[src/rtl/timer_pkg.sv]
// Shared register map, CTRL bit positions and mode encoding for the timer bank.
package timer_pkg;
    localparam logic [1:0] REG_CTRL     = 2'd0;
    localparam logic [1:0] REG_RELOAD   = 2'd1;
    localparam logic [1:0] REG_COUNT    = 2'd2;
    localparam logic [1:0] REG_PRESCALE = 2'd3;

    localparam int CTRL_EN   = 0;
    localparam int CTRL_MODE = 1;
    localparam int CTRL_IE   = 2;
    localparam int CTRL_FLAG = 3;

    typedef enum logic {
        MODE_AUTO    = 1'b0,
        MODE_ONESHOT = 1'b1
    } mode_e;
endpackage

[src/rtl/timer_channel.sv]
// One timer channel: prescaler, up-counter with reload, CTRL bits and sticky overflow flag.
// Register writes take effect on the next edge; intrup is registered from flag & ie.
module timer_channel
    import timer_pkg::*;
#(
    parameter int TIMERWID = 16,
    parameter int PREWID   = 8
) (
    input  logic                clk,
    input  logic                rst_n,
    input  logic                wr_ctrl,
    input  logic                wr_reload,
    input  logic                wr_count,
    input  logic                wr_prescale,
    input  logic [TIMERWID-1:0] wdata,
    output logic [TIMERWID-1:0] ctrl,
    output logic [TIMERWID-1:0] reload,
    output logic [TIMERWID-1:0] count,
    output logic [TIMERWID-1:0] prescale,
    output logic                intrup
);
    logic              en;
    logic              ie;
    logic              flag;
    mode_e             mode;
    logic [PREWID-1:0] pre_cnt;
    logic [PREWID-1:0] pre_val;
    logic              tick;
    logic              ovf;

    assign tick = en && (pre_cnt == pre_val);
    // A software COUNT write in the tick cycle suppresses both increment and overflow.
    assign ovf  = tick && (&count) && !wr_count;

    always_ff @(posedge clk or negedge rst_n) begin
        if (!rst_n) begin
            en      <= 1'b0;
            ie      <= 1'b0;
            flag    <= 1'b0;
            mode    <= MODE_AUTO;
            pre_cnt <= '0;
            pre_val <= '0;
            reload  <= '0;
            count   <= '0;
            intrup  <= 1'b0;
        end else begin
            if (wr_prescale || !en || tick)
                pre_cnt <= '0;
            else
                pre_cnt <= pre_cnt + 1'b1;

            if (wr_prescale)
                pre_val <= PREWID'(wdata);
            if (wr_reload)
                reload <= wdata;

            if (wr_count)
                count <= wdata;
            else if (ovf)
                count <= reload;
            else if (tick)
                count <= count + 1'b1;

            if (wr_ctrl) begin
                en   <= wdata[CTRL_EN];
                mode <= mode_e'(wdata[CTRL_MODE]);
                ie   <= wdata[CTRL_IE];
            end
            // One-shot expiry overrides any enable written in the same cycle.
            if (ovf && mode == MODE_ONESHOT)
                en <= 1'b0;

            if (ovf)
                flag <= 1'b1;
            else if (wr_ctrl && wdata[CTRL_FLAG])
                flag <= 1'b0;

            intrup <= flag & ie;
        end
    end

    assign ctrl     = TIMERWID'({flag, ie, mode, en});
    assign prescale = TIMERWID'(pre_val);
endmodule

[src/rtl/timer_bank.sv]
// Multi-channel memory-mapped timer bank: address decode, read mux, registered dataout, irq OR.
// Reads return data one clock after cs&rd; writes are single-cycle, no stalls.
module timer_bank
    import timer_pkg::*;
#(
    parameter int TIMERWID = 16,
    parameter int NCH      = 2,
    parameter int PREWID   = 8
) (
    input  logic                  clk,
    input  logic                  rst_n,
    input  logic                  cs,
    input  logic                  wr,
    input  logic                  rd,
    input  logic [$clog2(NCH)+1:0] addr,
    input  logic [TIMERWID-1:0]   datain,
    output logic [TIMERWID-1:0]   dataout,
    output logic [NCH-1:0]        intrup,
    output logic                  irq
);
    localparam int CW  = $clog2(NCH);
    localparam int CWX = (CW > 0) ? CW : 1;

    logic [CWX-1:0]      ch_sel;
    logic [1:0]          reg_sel;
    logic                ch_ok;
    logic                wr_hit;
    logic [TIMERWID-1:0] rdata;
    logic [TIMERWID-1:0] ctrl_q     [NCH];
    logic [TIMERWID-1:0] reload_q   [NCH];
    logic [TIMERWID-1:0] count_q    [NCH];
    logic [TIMERWID-1:0] prescale_q [NCH];

    assign reg_sel = addr[1:0];

    generate
        if (CW > 0) begin : g_chsel
            assign ch_sel = addr[CW+1:2];
        end else begin : g_nochsel
            assign ch_sel = '0;
        end
    endgenerate

    // Non-power-of-two NCH leaves holes in the channel field; those decode to nothing.
    assign ch_ok  = ({1'b0, ch_sel} < (CWX+1)'(NCH));
    assign wr_hit = cs && wr && ch_ok;

    generate
        for (genvar i = 0; i < NCH; i++) begin : g_ch
            logic sel;
            assign sel = wr_hit && (ch_sel == CWX'(i));

            timer_channel #(
                .TIMERWID (TIMERWID),
                .PREWID   (PREWID)
            ) u_ch (
                .clk         (clk),
                .rst_n       (rst_n),
                .wr_ctrl     (sel && reg_sel == REG_CTRL),
                .wr_reload   (sel && reg_sel == REG_RELOAD),
                .wr_count    (sel && reg_sel == REG_COUNT),
                .wr_prescale (sel && reg_sel == REG_PRESCALE),
                .wdata       (datain),
                .ctrl        (ctrl_q[i]),
                .reload      (reload_q[i]),
                .count       (count_q[i]),
                .prescale    (prescale_q[i]),
                .intrup      (intrup[i])
            );
        end
    endgenerate

    always_comb begin
        rdata = '0;
        if (ch_ok) begin
            case (reg_sel)
                REG_CTRL:     rdata = ctrl_q[ch_sel];
                REG_RELOAD:   rdata = reload_q[ch_sel];
                REG_COUNT:    rdata = count_q[ch_sel];
                REG_PRESCALE: rdata = prescale_q[ch_sel];
                default:      rdata = '0;
            endcase
        end
    end

    always_ff @(posedge clk or negedge rst_n) begin
        if (!rst_n)
            dataout <= '0;
        else if (cs && rd)
            dataout <= rdata;
    end

    assign irq = |intrup;
endmodule
[config.mk]
export PLATFORM = sky130hd
export DESIGN_NAME = timer_bank
export DESIGN_NICKNAME = d
export VERILOG_FILES = /design/src/rtl/timer_pkg.sv /design/src/rtl/timer_channel.sv /design/src/rtl/timer_bank.sv
export SDC_FILE = /design/constraint.sdc
export NUM_CORES = 1
export LEC_CHECK = 0
export BUFFER_PORTS_ARGS = -buffer_cell sky130_fd_sc_hd__buf_2
export CORE_MARGIN = 4
export CORE_UTILIZATION = 55
export DETAILED_ROUTE_END_ITERATION = 7
export GPL_ROUTABILITY_DRIVEN = 0
export PLACE_DENSITY = 0.76
export SYNTH_ARGS = -nofsm -noshare
export SYNTH_HDL_FRONTEND = slang
export SYNTH_SLANG_ARGS = --single-unit
[constraint.sdc]
create_clock -name clk -period 1.8 [get_ports clk]
set_input_delay 0.18 -clock clk [delete_from_list [all_inputs] [get_ports clk]]
set_output_delay 0.18 -clock clk [all_outputs]
set_load 0.1 [all_outputs]
==> results of run 1 <==
-- registers in the layout, indices dropped and copies added, names as in the netlist --
register	count
g_ch.u_ch.en	2
g_ch.u_ch.mode	2
g_ch.u_ch.ie	2
g_ch.u_ch.reload	32
dataout	16
g_ch.u_ch.intrup	2
g_ch.u_ch.pre_cnt	16
g_ch.u_ch.flag	2
g_ch.u_ch.count	32
g_ch.u_ch.pre_val	16
-- area by class of cell --
type,count,share of cell area (%)
tap,147,2.041
multi-input combinational,501,41.75
clock buffer,20,5.067
clock inverter,12,2.430
inverter,9,0.3748
timing repair buffer,172,14.47
sequential,122,33.87
-- critical path, stage by stage (launching register included) --
cell	delay, ns
dfrtp_1	0.37
ha_2	0.21
nand4_1	0.19
nor4_4	0.25
buf_4	0.20
mux2_4	0.30
mux2i_1	0.18
o21ai_1	0.10
-- cell usage in the layout, fill, tap and decap left out, types with 9 or more instances in the layout --
| cell type | count |
|---|---|
| buf_2 | 41 |
| nand2_1 | 69 |
| o21ai_0 | 24 |
| nor2_1 | 51 |
| nand4_1 | 11 |
| a211oi_1 | 9 |
| buf_6 | 10 |
| xor2_1 | 13 |
| nor3_1 | 12 |
| nand3_1 | 20 |
| mux2i_1 | 27 |
| inv_1 | 9 |
| a21oi_1 | 18 |
| o22a_1 | 10 |
| xnor2_1 | 13 |
| buf_4 | 114 |
| mux2_2 | 58 |
| clkbuf_16 | 18 |
| dfrtp_1 | 122 |
| o21ai_1 | 11 |
-- routing by layer --
metal,part of all wire (%),wire [um],GRT usage [%]
met5,0,0,0
met4,6.1,1265,15.06
met3,8.1,1687,6.794
met2,48,9854,46.11
met1,38,7927,35.56
-- cell families (layout without fill, tap and decap cells) --
group	Yosys count	in the layout	share of synthesized area, %
buf+inv	45	213	3.052
xor+xnor	34	34	4.430
simple gates	228	229	17.12
flops	122	122	45.41
compound gates	147	147	15.17
mux	87	87	14.07
fa+ha+maj	4	4	0.7445
-- worst max-delay path by stage --
stage	startpoint	endpoint	slack [ns]	depth (start not counted)
final	g_ch[1].u_ch.count[0]$_DFFE_PN0P_	g_ch[1].u_ch.count[3]$_DFFE_PN0P_	-0.13	7
after global routing	g_ch[1].u_ch.count[0]$_DFFE_PN0P_	g_ch[1].u_ch.count[3]$_DFFE_PN0P_	-0.16	7
after CTS	g_ch[1].u_ch.count[1]$_DFFE_PN0P_	g_ch[1].u_ch.count[1]$_DFFE_PN0P_	-0.07	7
after detailed placement	g_ch[1].u_ch.pre_val[3]$_DFFE_PN0P_	g_ch[1].u_ch.count[12]$_DFFE_PN0P_	-0.17	5
after global placement	g_ch[1].u_ch.pre_val[3]$_DFFE_PN0P_	g_ch[1].u_ch.count[12]$_DFFE_PN0P_	-0.06	5
after floorplan	g_ch[1].u_ch.count[0]$_DFFE_PN0P_	g_ch[1].u_ch.count[1]$_DFFE_PN0P_	0.0004	6
-- per-stage QoR --
stage          power (mW)  utilization, %
6_report            12.04           75.03
3_3_place_gp        7.486           64.95
3_5_place_dp        7.606           64.95
4_1_cts             11.66           71.72
2_1_floorplan       6.120               -
5_1_grt             12.57           75.03
-- what timing repair did --
item	4_1_cts	5_1_grt
setup buffers	4	16
hold endpoints to repair	36	0
gates resized for setup	25	56
gates cloned	0	3
pin swaps	7	28
hold buffers	1	0
endpoints found under the setup margin	26	50
-- power by group --
part	internal [mW]	switching, mW	total, mW
Sequential	3.38	0.598	3.98
Clock	2.66	1.22	3.89
Combinational	1.85	2.33	4.18
Total	7.89	4.16	12.0
==> results.sh, run 1 <==
export IMPL_cp_max_fo=3
export IMPL_multi_input_area_um2=3762
export IMPL_hold_class="input pin to flip-flop"
export IMPL_critPathRequiredTime_ns=2.09
export IMPL_drt_iter0_markers=632
export IMPL_grt_max_degree=49
export IMPL_grtUsageTotal_pct=28.55
export IMPL_setup_ws_ns=-0.1321
export IMPL_ys_warn_count=0
export IMPL_total_leakage_power_nw=4.020
export IMPL_violations="negative setup slack"
export IMPL_finalSetupViolCount=23
export IMPL_wl_per_cell_um=21.09
export IMPL_grt_overflow_total=0
export IMPL_via_count=6419
export IMPL_antenna_found_initial=0
export IMPL_grt_first_pass_wirelength_um=31490
export IMPL_hold_end="g_ch[0].u_ch.count[14]$_DFFE_PN0P_"
export IMPL_htreeDepth=4
export IMPL_layout_nets=851
export IMPL_reg2reg_slack_ns=-0.13
export IMPL_synth_area_leaders="dfrtp_1, mux2_2, mux2i_1, nand2_1, nor2_1"
export IMPL_syn_inst=667
export IMPL_async_flop_share_pct=100.0
export IMPL_rsz0062_at_grt="true"
export IMPL_dp_slack_ns=-0.1702
export IMPL_fin_crit_ns=1.932
export IMPL_clock_root_buffer="clkbuf_16"
export IMPL_r2r_end="g_ch[1].u_ch.count[3]$_DFFE_PN0P_"
export IMPL_routed_wl_um=20730
export IMPL_drive_gt1_share_pct=37.44
export IMPL_clk_pin_slew_ns=0.06
export IMPL_status="finished with violations"
export IMPL_drc=0
export IMPL_synth_edf_count=0
export IMPL_avgSynthCellArea_um2=10.08
export IMPL_die_width_um=118.6
export IMPL_cts_sinks=122
export IMPL_drv_cap=0
export IMPL_synthFlopType="dfrtp_1"
export IMPL_powerDensity_nw_per_um2=1336
export IMPL_maxSlewViolCount=0
export IMPL_die_h_um=118.6
export IMPL_synth_cell_type_count=62
export IMPL_worstPathArrival_ns=2.23
export IMPL_grt_pass1_vias=6239
export IMPL_cts_max_path_buffers=2
export IMPL_whs_path_depth=3
export IMPL_post_synth_top_area_cell="dfrtp_1"
export IMPL_end_kind="flip-flop"
export IMPL_syn_area_um2=6723
export IMPL_ant_nets=0
export IMPL_seq_area_um2=3053
export IMPL_cts_buffers=17
export IMPL_first_pass_iters=5
export IMPL_maxSlewHeadroom_pct=65.04
export IMPL_syn_nets=695
export IMPL_holdWs_ns=0.05732
export IMPL_diodes=0
export IMPL_core_region_area_um2=12010
export IMPL_avgViaCountPerCell=6.530
export IMPL_finalHoldViolCount=0
export IMPL_n_fill_cell=778
export IMPL_fin_skew_ns=0.005385
export IMPL_min_delay_start="datain[14]"
export IMPL_synth_top_area_share_pct=45.41
export IMPL_syn_to_final_growth_pct=34.06
export IMPL_tns_ns=-1.078
export IMPL_synth_common_cells="dfrtp_1, nand2_1, mux2_2, nor2_1, o21ai_0"
export IMPL_io_pins=43
export IMPL_dpl_cell_count=927
export IMPL_die_area_um2=14060
export IMPL_port_buffers=42
export IMPL_ys_ff_latch=122
export IMPL_synth_seq_area_share_pct=45.41
export IMPL_worst_pin_slew_ns=0.5244
export IMPL_rr_worst_depth=7
export IMPL_yosysMostFrequentCell="dfrtp_1"
export IMPL_cp_start_kind="flip-flop"
export IMPL_final_area_um2=9012
export IMPL_worst_setup_path_type="flip-flop to flip-flop"
export IMPL_post_route_period_util_pct=107.3
export IMPL_fmax_mhz=517.6
export IMPL_dp_hpwl_um=13640
export IMPL_start_util_pct=55.97
export IMPL_fin_cells=983
export IMPL_peakVddDrop_mv=0.9652
export IMPL_place_area_um2=7801
export IMPL_clk_latency_ns=0.42
export IMPL_cts_tree="built"
export IMPL_reg2reg_from="g_ch[1].u_ch.count[0]$_DFFE_PN0P_"
export IMPL_num_rows=40
(Power assumes the default switching activity.)
==> run 2, diff against run 1 <==
--- a/config.mk
+++ b/config.mk
@@ -7,10 +7,9 @@
 export LEC_CHECK = 0
 export BUFFER_PORTS_ARGS = -buffer_cell sky130_fd_sc_hd__buf_2
 export CORE_MARGIN = 4
-export CORE_UTILIZATION = 55
+export CORE_UTILIZATION = 45
 export DETAILED_ROUTE_END_ITERATION = 7
 export GPL_ROUTABILITY_DRIVEN = 0
-export PLACE_DENSITY = 0.76
 export SYNTH_ARGS = -nofsm -noshare
 export SYNTH_HDL_FRONTEND = slang
 export SYNTH_SLANG_ARGS = --single-unit
==> run 2 against run 1 <==
Net effect: global-route usage fell by 4.4 points; worst hold slack got worse by 0.0051 ns; combinational power fell by 4%; largest power group unchanged; maximum frequency rose by 2.4%; clock-buffer cell count rose by 5; the run still ends with negative setup slack left; clock power fell by 4%; first-iteration DRC count fell by 5.1%; non-clock buffer count did not move.
==> results.sh, run 2 (synthesis results as in run 1) <==
export IMPL_status="finished with violations"
export IMPL_violations="negative setup slack"
export IMPL_cts_sinks=122
export IMPL_final_cell_mix="dfrtp_1, buf_4, nand2_1"
export IMPL_dp_hpwl_um=14070
export IMPL_finalSetupViolCount=12
export IMPL_die_width_um=130.2
export IMPL_dpl_cell_count=973
export IMPL_port_buffers=42
export IMPL_setup_ws_ns=-0.08750
export IMPL_maxSlewViolCount=0
export IMPL_cts_max_path_buffers=2
export IMPL_n_fill_cell=1173
export IMPL_fin_crit_ns=1.888
export IMPL_clk_pin_slew_ns=0.06
export IMPL_post_route_period_util_pct=104.9
export IMPL_finalHoldViolCount=0
export IMPL_cp_slowest_stage_delay_ns=0.35
export IMPL_end_kind="flip-flop"
export IMPL_hold_class="input pin to flip-flop"
export IMPL_io_pins=43
export IMPL_cp_slowest_cell="dfrtp_1"
export IMPL_grt_pass1_vias=5982
export IMPL_layout_nets=850
export IMPL_grtUsageTotal_pct=24.10
export IMPL_multi_input_area_um2=3697
export IMPL_total_leakage_power_nw=3.969
export IMPL_cts_tree="built"
export IMPL_clock_root_buffer="clkbuf_16"
export IMPL_first_pass_iters=5
export IMPL_finalPower_mw=11.71
export IMPL_cp_max_fo=4
export IMPL_startpoint="g_ch[1].u_ch.count[0]$_DFFE_PN0P_"
export IMPL_peakVddDrop_mv=0.8719
export IMPL_final_common_cell="dfrtp_1"
export IMPL_final_area_um2=8930
export IMPL_avgViaCountPerCell=5.853
export IMPL_htreeDepth=4
export IMPL_place_area_um2=7915
export IMPL_start_util_pct=46.08
export IMPL_die_area_um2=16960
export IMPL_grt_first_pass_wirelength_um=31620
export IMPL_worstPathArrival_ns=2.18
export IMPL_cts_buffers=17
export IMPL_drc=0
export IMPL_seq_area_um2=3053
export IMPL_num_rows=44
export IMPL_core_region_area_um2=14590
export IMPL_routed_wl_um=19810
export IMPL_reg2reg_from="g_ch[1].u_ch.count[0]$_DFFE_PN0P_"
export IMPL_worst_setup_path_type="flip-flop to flip-flop"
export IMPL_drt_iter0_markers=600
export IMPL_min_delay_start="datain[11]"
export IMPL_holdWs_ns=0.05218
export IMPL_syn_to_final_growth_pct=32.83
export IMPL_wl_per_cell_um=19.46
export IMPL_dp_slack_ns=-0.1363
export IMPL_maxSlewHeadroom_pct=64.39
export IMPL_cp_cell_sequence="ha_2, nand4_1, nor4_4, buf_4, mux2_2, mux2i_1, o21ai_1"
export IMPL_powerDensity_nw_per_um2=1312
export IMPL_fmax_mhz=529.8
export IMPL_fin_skew_ns=0.01051
export IMPL_cp_start_kind="flip-flop"
export IMPL_clk_latency_ns=0.42
export IMPL_ant_nets=0
export IMPL_reg_top3="g_ch.u_ch.count (32), g_ch.u_ch.reload (32)"
export IMPL_antenna_found_initial=0
export IMPL_via_count=5958
export IMPL_drv_cap=0
export IMPL_fin_cells=1018
export IMPL_die_h_um=130.2
export IMPL_diodes=0
export IMPL_grt_max_degree=48
export IMPL_critPathRequiredTime_ns=2.10
export IMPL_drive_gt1_share_pct=36.57
export IMPL_worst_pin_slew_ns=0.5300
export IMPL_grt_overflow_total=0
export IMPL_rsz0062_at_grt="true"
## run 2: what timing repair did
action	4_1_cts	5_1_grt
endpoints found under the setup margin	13	49
setup buffers	0	14
cloned	0	1
hold buffers	1	0
resized for setup	13	49
endpoints found under the hold margin	32	0
pin swaps	2	26
## run 2: final timing paths
check	cells past startpoint	to	slack (ns)
max in group asynchronous	3	g_ch[0].u_ch.reload[7]$_DFFE_PN0P_	0.91
max	7	g_ch[1].u_ch.count[1]$_DFFE_PN0P_	-0.09
min	3	g_ch[1].u_ch.count[11]$_DFFE_PN0P_	0.05
max reg2reg	7	g_ch[1].u_ch.count[1]$_DFFE_PN0P_	-0.09
min in group asynchronous	2	g_ch[1].u_ch.count[11]$_DFFE_PN0P_	0.26
min reg2reg	1	dataout[4]$_DFFE_PN0P_	0.47
## run 2: routing by layer
metal | track usage (%) | share of wire [%] | wire [um]
met1 | 32.20 | 43 | 8547
met2 | 38.65 | 48 | 9577
met4 | 9.597 | 3.3 | 656
met3 | 4.707 | 5.2 | 1026
met5 | 0 | 0 | 0
## run 2: where the power goes
part	switching [mW]	internal, mW	total (mW)
combinational	2.22	1.81	4.03
sequential	0.579	3.38	3.96
clock	1.19	2.53	3.72
total	4.00	7.71	11.7
## run 2: area by class of cell
type / instances / share of cell area [%]
Clock inverter: 6 / 1.485
Tap cell: 184 / 2.578
Clock buffer: 25 / 5.773
Sequential cell: 122 / 34.19
Multi-Input combinational cell: 500 / 41.40
Timing Repair Buffer: 172 / 14.19
Inverter: 9 / 0.3783
## run 2: through the flow
step                util (%)  TNS (ns)
floorplan                  -         0
global placement       54.25   -0.1557
detailed placement     54.25   -0.5814
CTS                    59.09  -0.06670
global route           61.21    -2.898
finish                 61.21   -0.3681
## run 2: worst max-delay path: cells and delay by family, from the launching register on
family	cells	cell delay [ns]
buffers and inverters	1	0.20
AO/OA/AOI/OAI	1	0.07
adder cells (fa/ha/maj)	1	0.19
flip-flops	1	0.35
multiplexers	2	0.47
AND/OR/NAND/NOR	2	0.47
==> run 3, diff against run 2 <==
--- a/config.mk
+++ b/config.mk
@@ -6,8 +6,8 @@
 export NUM_CORES = 1
 export LEC_CHECK = 0
 export BUFFER_PORTS_ARGS = -buffer_cell sky130_fd_sc_hd__buf_2
-export CORE_MARGIN = 4
 export CORE_UTILIZATION = 45
+export CTS_CLUSTER_DIAMETER = 30
 export DETAILED_ROUTE_END_ITERATION = 7
 export GPL_ROUTABILITY_DRIVEN = 0
 export SYNTH_ARGS = -nofsm -noshare
==> constraint.sdc (replaced) <==
create_clock -name clk -period 1.8 [get_ports clk]
set_input_delay 0.36 -clock clk [delete_from_list [all_inputs] [get_ports clk]]
set_output_delay 0.36 -clock clk [all_outputs]
set_load 0.1 [all_outputs]
==> run 3 against run 2 <==
Net effect: the flow still finishes with violations (negative setup slack); critical path depth is the same; die area shrank 9.0%; clock power shrank 3%; combinational power grew 5.7%; wire length grew 5.3%; sequential share of layout area shrank 1.2 points; critical endpoint is now g_ch[1].u_ch.pre_cnt[2]$_DFF_PN0_.
==> results.sh, run 3 (synthesis results as in run 1) <==
export IMPL_drive_gt1_share_pct=41.49
export IMPL_reg2reg_from="g_ch[1].u_ch.pre_cnt[5]$_DFF_PN0_"
export IMPL_drc=0
export IMPL_wl_per_cell_um=20.26
export IMPL_drv_cap=0
export IMPL_reg_top3="g_ch.u_ch.count (32), g_ch.u_ch.reload (32)"
export IMPL_hold_end="g_ch[1].u_ch.count[14]$_DFFE_PN0P_"
export IMPL_htreeDepth=4
export IMPL_rr_worst_depth=7
export IMPL_core_region_area_um2=14530
export IMPL_whs_path_depth=3
export IMPL_min_delay_start="datain[14]"
export IMPL_num_rows=44
export IMPL_io_pins=43
export IMPL_ant_nets=0
export IMPL_avgViaCountPerCell=6.014
export IMPL_fin_crit_ns=1.847
export IMPL_via_count=6194
export IMPL_dp_hpwl_um=14440
export IMPL_clk_pin_slew_ns=0.06
export IMPL_cts_tree="built"
export IMPL_routed_wl_um=20860
export IMPL_reg2reg_slack_ns=-0.05
export IMPL_diodes=0
export IMPL_layout_nets=861
export IMPL_violations="negative setup slack"
export IMPL_cts_max_path_buffers=2
export IMPL_maxSlewViolCount=0
export IMPL_grt_first_pass_wirelength_um=32640
export IMPL_grt_max_degree=50
export IMPL_cp_start_kind="flip-flop"
export IMPL_final_cell_mix="dfrtp_1, buf_4, nand2_1"
export IMPL_worst_setup_path_type="flip-flop to flip-flop"
export IMPL_critPathRequiredTime_ns=2.11
export IMPL_worst_pin_slew_ns=0.5622
export IMPL_utilization_pct=63.70
export IMPL_port_buffers=42
export IMPL_grt_overflow_total=0
export IMPL_finalPower_mw=11.83
export IMPL_r2r_end="g_ch[1].u_ch.pre_cnt[2]$_DFF_PN0_"
export IMPL_powerDensity_nw_per_um2=1278
export IMPL_cp_max_fo=8
export IMPL_grtUsageTotal_pct=27.09
export IMPL_rsz0062_at_grt="true"
export IMPL_clk_latency_ns=0.43
export IMPL_end_kind="flip-flop"
export IMPL_maxSlewHeadroom_pct=62.29
export IMPL_antenna_found_initial=0
export IMPL_drt_iter0_markers=594
export IMPL_cts_sinks=122
export IMPL_total_leakage_power_nw=4.099
export IMPL_setup_ws_ns=-0.04719
export IMPL_syn_to_final_growth_pct=37.71
export IMPL_status="finished with violations"
export IMPL_post_route_period_util_pct=102.6
export IMPL_die_width_um=124.2
export IMPL_fin_skew_ns=0.007944
export IMPL_clock_root_buffer="clkbuf_16"
export IMPL_worstPathArrival_ns=2.16
export IMPL_die_area_um2=15430
export IMPL_finalSetupViolCount=19
export IMPL_fmax_mhz=541.4
export IMPL_die_h_um=124.2
export IMPL_start_util_pct=46.26
export IMPL_peakVddDrop_mv=0.8819
export IMPL_cts_buffers=17
export IMPL_first_pass_iters=5
export IMPL_hold_class="input pin to flip-flop"
export IMPL_final_common_cell="dfrtp_1"
export IMPL_finalHoldViolCount=0
export IMPL_grt_pass1_vias=6158
[run 3: cell types whose count changed in the layout (fill, tap and decap cells not counted), sizes merged]
cell and change:
clkinvlp +1, buf +10, clkinv +5, or3 +1, clkbuf -5
[run 3: report_power, final]
group          internal (mW)  leakage (nW)  switching [mW]  total, mW
Combinational           1.90          2.28            2.36       4.26
Sequential              3.38          1.51           0.592       3.97
Clock                   2.34         0.300            1.26       3.61
Total                   7.62          4.10            4.21       11.8
[run 3: layer usage]
| layer | vias to the layer above | part of all wire (%) | track usage, % | routed length (um) |
|---|---|---|---|---|
| li1 | 2801 | - | - | - |
| met1 | 3088 | 42 | 35.00 | 8855 |
| met2 | 249 | 49 | 43.94 | 10310 |
| met3 | 56 | 5.2 | 5.086 | 1092 |
| met4 | 0 | 2.9 | 12.40 | 608 |
| met5 | - | 0 | 0 | 0 |
[run 3: what timing repair did]
action	CTS	global route
gates cloned	1	3
endpoints found under the hold margin	18	0
gates resized for setup	32	95
hold buffers	1	0
endpoints found under the setup margin	36	48
pin swaps	19	58
setup buffers	10	7
[run 3: worst max-delay path by stage]
stage	from	to	slack, ns	cells past startpoint
after global routing	g_ch[1].u_ch.pre_cnt[5]$_DFF_PN0_	g_ch[1].u_ch.pre_cnt[2]$_DFF_PN0_	-0.14	7
final	g_ch[1].u_ch.pre_cnt[5]$_DFF_PN0_	g_ch[1].u_ch.pre_cnt[2]$_DFF_PN0_	-0.05	7
after detailed placement	g_ch[1].u_ch.pre_val[1]$_DFFE_PN0P_	g_ch[1].u_ch.count[14]$_DFFE_PN0P_	-0.19	5
after global placement	g_ch[1].u_ch.pre_val[6]$_DFFE_PN0P_	g_ch[1].u_ch.count[12]$_DFFE_PN0P_	-0.07	5
after floorplan	g_ch[1].u_ch.count[0]$_DFFE_PN0P_	g_ch[1].u_ch.count[1]$_DFFE_PN0P_	0.0004	6
after CTS	g_ch[1].u_ch.count[0]$_DFFE_PN0P_	g_ch[1].u_ch.count[6]$_DFFE_PN0P_	-0.05	8
[run 3: critical path, stage by stage (launching register included)]
cell and delay, ns:
dfrtp_1 0.40, xnor2_2 0.19, nand4_1 0.19, buf_4 0.19, or3_4 0.38, nand3b_1 0.12, buf_6 0.18, nor2_1 0.06
[run 3: area by class of cell]
cell class	instances	area, um^2
inverter	9	33.78
clock buffer	20	446.7
sequential	122	3053
timing repair buffer	182	1423
fill	1173	5276
clock inverter	12	172.7
multi-input combinational	501	3899
tap	184	230.2
[run 3: per-stage QoR]
| stage | TNS [ns] | cell area (um^2) | cells | hold WS [ns] | setup WS, ns |
|---|---|---|---|---|---|
| floorplan | 0 | 6735 | 667 | 0.06441 | 0.0003756 |
| global placement | -0.2800 | 7988 | 976 | 0.2771 | -0.06842 |
| detailed placement | -1.471 | 7988 | 976 | 0.2741 | -0.1940 |
| CTS | -0.2068 | 8818 | 1020 | 0.2193 | -0.04635 |
| global route | -2.891 | 9258 | 1030 | 0.2527 | -0.1397 |
| finish | -0.4155 | 9258 | 1030 | 0.2422 | -0.04719 |
